===== src/rtl/online_pkg.sv =====
// Shared constants, FSM state type and 7-segment glyph table for the UART
// alphabet-stream receiver.
package online_pkg;

  localparam logic [7:0] ASCII_A   = 8'h41;
  localparam logic [7:0] ASCII_Z   = 8'h5A;
  localparam int         ALPHA_LEN = 26;

  typedef enum logic [1:0] {
    IDLE,
    ACK,
    DRAIN
  } rx_state_t;

  // Active-high segments, a..g on bits 0..6; entry 15 first so index n selects digit n.
  localparam logic [15:0][6:0] SEG_GLYPH = {
    7'h71, 7'h79, 7'h5E, 7'h39, 7'h7C, 7'h77, 7'h6F, 7'h7F,
    7'h07, 7'h7D, 7'h6D, 7'h66, 7'h4F, 7'h5B, 7'h06, 7'h3F
  };

  function automatic logic [7:0] next_letter(input logic [7:0] b);
    return (b == ASCII_Z) ? ASCII_A : b + 8'd1;
  endfunction

endpackage


===== src/rtl/online_rx_hex7seg.sv =====
// Combinational 4-bit nibble to 7-segment glyph decoder.
// Zero latency; no flow control.
module hex7seg
  import online_pkg::*;
(
  input  logic [3:0] i_nibble,
  output logic [6:0] o_seg
);

  assign o_seg = SEG_GLYPH[i_nibble];

endmodule


===== src/rtl/online_rx.sv =====
// UART receive consumer checking the cyclic A..Z stream; one pop per 3 cycles.
// Optional hex display of last_char enabled by ONLINE_RX_SEG_EN.
module online_rx
  import online_pkg::*;
#(
  parameter int LOCK_COUNT = 4,
  parameter int ERR_W      = 16
) (
  input  logic             clk,
  input  logic             reset,
  input  logic             rxready,
  input  logic [7:0]       rxdata,
  output logic             rxclk,
  output logic [7:0]       last_char,
  output logic             byte_valid,
  output logic             locked,
  output logic [ERR_W-1:0] err_count
`ifdef ONLINE_RX_SEG_EN
  ,
  output logic [7:0]       ss1,
  output logic [7:0]       ss0
`endif
);

  localparam logic [3:0] LC = 4'(LOCK_COUNT);

  rx_state_t        r_state;
  rx_state_t        w_next_state;
  logic             w_capture;
  logic             r_ack;
  logic [7:0]       r_last;
  logic [7:0]       r_expected;
  logic [3:0]       r_run;
  logic [ERR_W-1:0] r_err;

  logic             w_is_letter;
  logic             w_err_inc;
  logic [3:0]       w_run_nxt;
  logic [7:0]       w_exp_nxt;

  always_comb begin
    w_next_state = r_state;
    w_capture    = 1'b0;
    case (r_state)
      IDLE: begin
        if (rxready) begin
          w_capture    = 1'b1;
          w_next_state = ACK;
        end
      end
      ACK:     w_next_state = DRAIN;
      DRAIN:   w_next_state = IDLE;
      default: w_next_state = IDLE;
    endcase
  end

  // Sequence checker evaluated on the byte currently presented by the UART.
  always_comb begin
    w_is_letter = (rxdata >= ASCII_A) && (rxdata <= ASCII_Z);
    w_err_inc   = 1'b0;
    w_run_nxt   = r_run;
    w_exp_nxt   = r_expected;
    if (!w_is_letter) begin
      w_err_inc = 1'b1;
      w_run_nxt = 4'd0;
    end else if (rxdata == r_expected) begin
      w_run_nxt = (r_run >= LC) ? LC : r_run + 4'd1;
      w_exp_nxt = next_letter(rxdata);
    end else begin
      w_err_inc = (r_run != 4'd0);
      w_run_nxt = 4'd1;
      w_exp_nxt = next_letter(rxdata);
    end
  end

  always_ff @(posedge clk) begin
    if (reset) begin
      r_state    <= IDLE;
      r_ack      <= 1'b0;
      r_last     <= 8'h00;
      r_expected <= ASCII_A;
      r_run      <= 4'd0;
      r_err      <= '0;
    end else begin
      r_state <= w_next_state;
      r_ack   <= w_capture;
      if (w_capture) begin
        r_last     <= rxdata;
        r_expected <= w_exp_nxt;
        r_run      <= w_run_nxt;
        if (w_err_inc && (r_err != {ERR_W{1'b1}}))
          r_err <= r_err + 1'b1;
      end
    end
  end

  assign rxclk      = r_ack;
  assign byte_valid = r_ack;
  assign last_char  = r_last;
  assign locked     = (r_run >= LC);
  assign err_count  = r_err;

`ifdef ONLINE_RX_SEG_EN
  logic [6:0] w_seg_hi;
  logic [6:0] w_seg_lo;
  logic [7:0] r_ss1;
  logic [7:0] r_ss0;

  hex7seg u_hex_hi (.i_nibble(r_last[7:4]), .o_seg(w_seg_hi));
  hex7seg u_hex_lo (.i_nibble(r_last[3:0]), .o_seg(w_seg_lo));

  always_ff @(posedge clk) begin
    if (reset) begin
      r_ss1 <= {1'b0, SEG_GLYPH[0]};
      r_ss0 <= {1'b0, SEG_GLYPH[0]};
    end else begin
      r_ss1 <= {locked, w_seg_hi};
      r_ss0 <= {locked, w_seg_lo};
    end
  end

  assign ss1 = r_ss1;
  assign ss0 = r_ss0;
`endif

endmodule


===== config.mk =====
export PLATFORM = sky130hd
export DESIGN_NAME = online_rx
export DESIGN_NICKNAME = d
export VERILOG_FILES = /design/src/rtl/online_pkg.sv /design/src/rtl/online_rx_hex7seg.sv /design/src/rtl/online_rx.sv
export SDC_FILE = /design/constraint.sdc
export NUM_CORES = 1
export LEC_CHECK = 0
export ABC_AREA = 1
export CELL_PAD_IN_SITES_DETAIL_PLACEMENT = 0
export CELL_PAD_IN_SITES_GLOBAL_PLACEMENT = 2
export CORE_AREA = 2 2 94 96
export CTS_CLUSTER_DIAMETER = 60
export CTS_CLUSTER_SIZE = 24
export DETAILED_ROUTE_END_ITERATION = 10
export DIE_AREA = 0 0 96 98
export HOLD_SLACK_MARGIN = 0.05
export PLACE_DENSITY = 0.82
export SYNTH_ARGS = -nofsm -noshare
export SYNTH_HDL_FRONTEND = slang
export SYNTH_SLANG_ARGS = --single-unit

===== constraint.sdc =====
create_clock -name clk -period 1.8 [get_ports clk]
set_clock_uncertainty 0.05 [all_clocks]
set_input_delay 0.36 -clock clk [delete_from_list [all_inputs] [get_ports clk]]
set_output_delay 0.36 -clock clk [all_outputs]
set_load 0.03 [all_outputs]

==> results.py <==
metrics = {
    "drt": {
        "postRouteAntennaNets": 0,
        "drt_wl_total_um": 6046,
        "drcViolationCount": 0,
        "vias_per_cell": 4.523,
        "drt_first_pass_iters": 4,
        "post_drt_wl_per_cell_um": 12.39,
        "drtIter0Drc": 72,
        "vias": 2207,
    },
    "setup_path": {
        "worst-path-max-fanout": 3,
        "r2r_start": "err_count[1]",
        "path_buf_inv": 1,
        "crit_start": "err_count[15]",
        "crit_required_ps": 1390,
        "cp_slowest_cell": "clkdlybuf4s50_1",
        "path_cells": "clkdlybuf4s50_1",
        "path_delay_family": "buffers and inverters",
        "reg2reg_slack_ps": 120,
        "crit_path_start_kind": "flop",
        "critPathKind": "flop to primary output",
        "arrival_ps": 1340,
        "max_stage_delay_ps": 680,
        "cp-end-kind": "primary output",
    },
    "timing": {
        "relSlewSlack": 0.7151,
        "fmax_ghz": 0.5728,
        "whs_ps": 360.8,
        "finalSetupTns_ps": 0,
        "slew_violations": 0,
        "hold_viol": 0,
        "setup_violations": 0,
        "fin_crit_sh": 0.9699,
        "min_period_ps": 1746,
        "tightest_slew_ps": 423.4,
    },
    "yosys": {
        "synth_area_leaders": "dfxtp_1 36%, nand2_1 12%, nand4_1 5.8%, inv_1 5.8%, nor2_1 5.1%",
        "synth_area_um2": 2142,
        "ys.flop_type": "dfxtp_1",
        "synth.distinct_cells": 27,
        "syn_area_per_cell_um2": 7.164,
        "yosysTopAreaCellShare": 0.3645,
        "syn_inst": 299,
        "yosys_warnings": 0,
        "synth_edf_count": 0,
        "synth_async_sr_flop_share": 0,
        "ys_seq_area_frac": 0.3645,
        "ys_seq_elements": 39,
        "synth_nets": 317,
        "synth_top_area_cell": "dfxtp_1",
    },
    "cts": {
        "htree_levels": 2,
        "cts-root-buf": "clkbuf_8",
        "clk_path_buf_depth": 2,
        "clock_sinks": 39,
        "path_clk_slew_ps": 80,
        "numCtsBuffers": 5,
        "insertion_delay_ps": 290,
        "cts_tree": "done",
    },
    "global_routing": {
        "gr-total-overflow": 0,
        "grt_pass1_vias": 2112,
        "grtUsageTotal": 0.1337,
        "grt_pass1_wl_um": 10130,
        "antenna_found_initial": 0,
        "grt_max_degree": 16,
    },
    "die": {
        "rows": 34,
        "initial_core_util": 0.2530,
        "ios": 38,
        "die_w_um": 96,
        "core-area_um2": 8466,
        "die-area_um2": 9408,
        "fp.dieH_um": 98,
    },
    "finish": {
        "utilization": 0.3717,
        "area_delta_synth_final_pct": 46.90,
        "finish.instance_area_um2": 3147,
        "mostFrequentLayoutCell": "nand2_1",
        "nets": 397,
        "drive_above_1_share": 0.2342,
        "layout_common_cells": "65 x nand2_1, 41 x buf_4, 35 x dfxtp_1",
        "antennaDiodeCount": 0,
    },
    "power": {
        "switching_share": 0.2832,
        "leakagePower_nw": 1.415,
        "powerDensity_nw_per_um2": 584.9,
        "internal_power_w": 0.001319,
        "seq_power_share": 0.491,
        "irDropWorstVdd_v": 0.0002824,
        "comb_power_share": 0.191,
        "power_switching_w": 0.0005212,
        "clockPowerShare": 0.317,
    },
    "placement": {
        "gp_congestion": 0.8034,
        "dp_hpwl_um": 4387,
        "io_buffers": 37,
        "place_area_um2": 2923,
    },
    "worst_hold_path": {
        "hold_class": "primary input to flop",
        "min_from": "rxdata[7]",
    },
    "run_status": {
        "outcome": "finished, final reports clean",
    },
    "run": {
        "max_cap_violations": 0,
    },
}
-- area by class of cell --
type                       instances  area, um2
tap                              108      135.1
multi-input combinational        215       1260
fill                             907       5319
inverter                          33      123.9
sequential                        39      790.8
clock buffer                       7      76.32
timing repair buffer              85      755.7
clock inverter                     1      5.005
-- what timing repair did --
action,CTS,global route
setup buffers,1,1
cloned,2,0
hold buffers,0,0
setup endpoints to repair,33,28
pin swaps,3,13
gates resized for setup,25,31
-- sequential cells by signal, indices dropped and copies added (netlist names) --
name and flops:
r_run 4, last_char 8, r_state 2, r_expected 8
err_count 16, byte_valid 1
-- synthesized netlist by cell type (2+ instances only) --
master and instances:
nand2_1 68, dfxtp_1 39, inv_1 33, nor2_1 29, nand4_1 20, a21oi_1 17
o21ai_0 14, nand3_1 12, a21oi_2 9, xnor2_1 9, xor2_1 9, clkbuf_1 7
ha_1 7, nor3_1 7, buf_2 2, buf_4 2, nand2_2 2, nor2_2 2
nor4_1 2, o211a_1 2
-- logic make-up (layout without fill, tap and decap cells) --
group | count (synthesis) | count (layout) | share of synthesized area
XOR/XNOR | 18 | 18 | 0.07360
flip-flops | 39 | 39 | 0.3645
AO/OA/AOI/OAI | 43 | 43 | 0.1221
adder cells (fa/ha/maj) | 7 | 7 | 0.04089
AND/OR/NAND/NOR | 146 | 147 | 0.3096
buffers and inverters | 46 | 126 | 0.08937
-- layer usage --
| metal | track usage | wire length, um |
|---|---|---|
| met1 | 0.1869 | 2996 |
| met2 | 0.2094 | 2807 |
| met3 | 0.02392 | 176 |
| met4 | 0.03736 | 66 |
| met5 | 0 | 0 |
-- power groups by stage --
stage	sequential, W	clock [W]	combinational (W)
floorplan	0.000968	0	0.000128
global placement	0.000925	0	0.000334
detailed placement	0.000925	0	0.000334
CTS	0.000905	0.000609	0.000346
global route	0.000909	0.000636	0.000384
finish	0.000905	0.000584	0.000352
-- final timing paths --
| path | endpoint | cells after the start |
|---|---|---|
| hold / removal | last_char[7] | 3 |
| setup reg to reg | err_count[4] | 9 |
| setup / recovery | err_count[15] | 1 |
| hold reg to reg | r_state[1] | 2 |
-- per-stage QoR --
stage / instances / power [W] / setup WS (ps)
after floorplan: 299 / 0.001096 / 2.942
after global placement: 476 / 0.001259 / -366.6
after detailed placement: 476 / 0.001259 / -401.7
after CTS: 487 / 0.001860 / 1.668
after global routing: 488 / 0.001929 / -1.176
final: 488 / 0.001841 / 54.20
(Power assumes the default switching activity.)
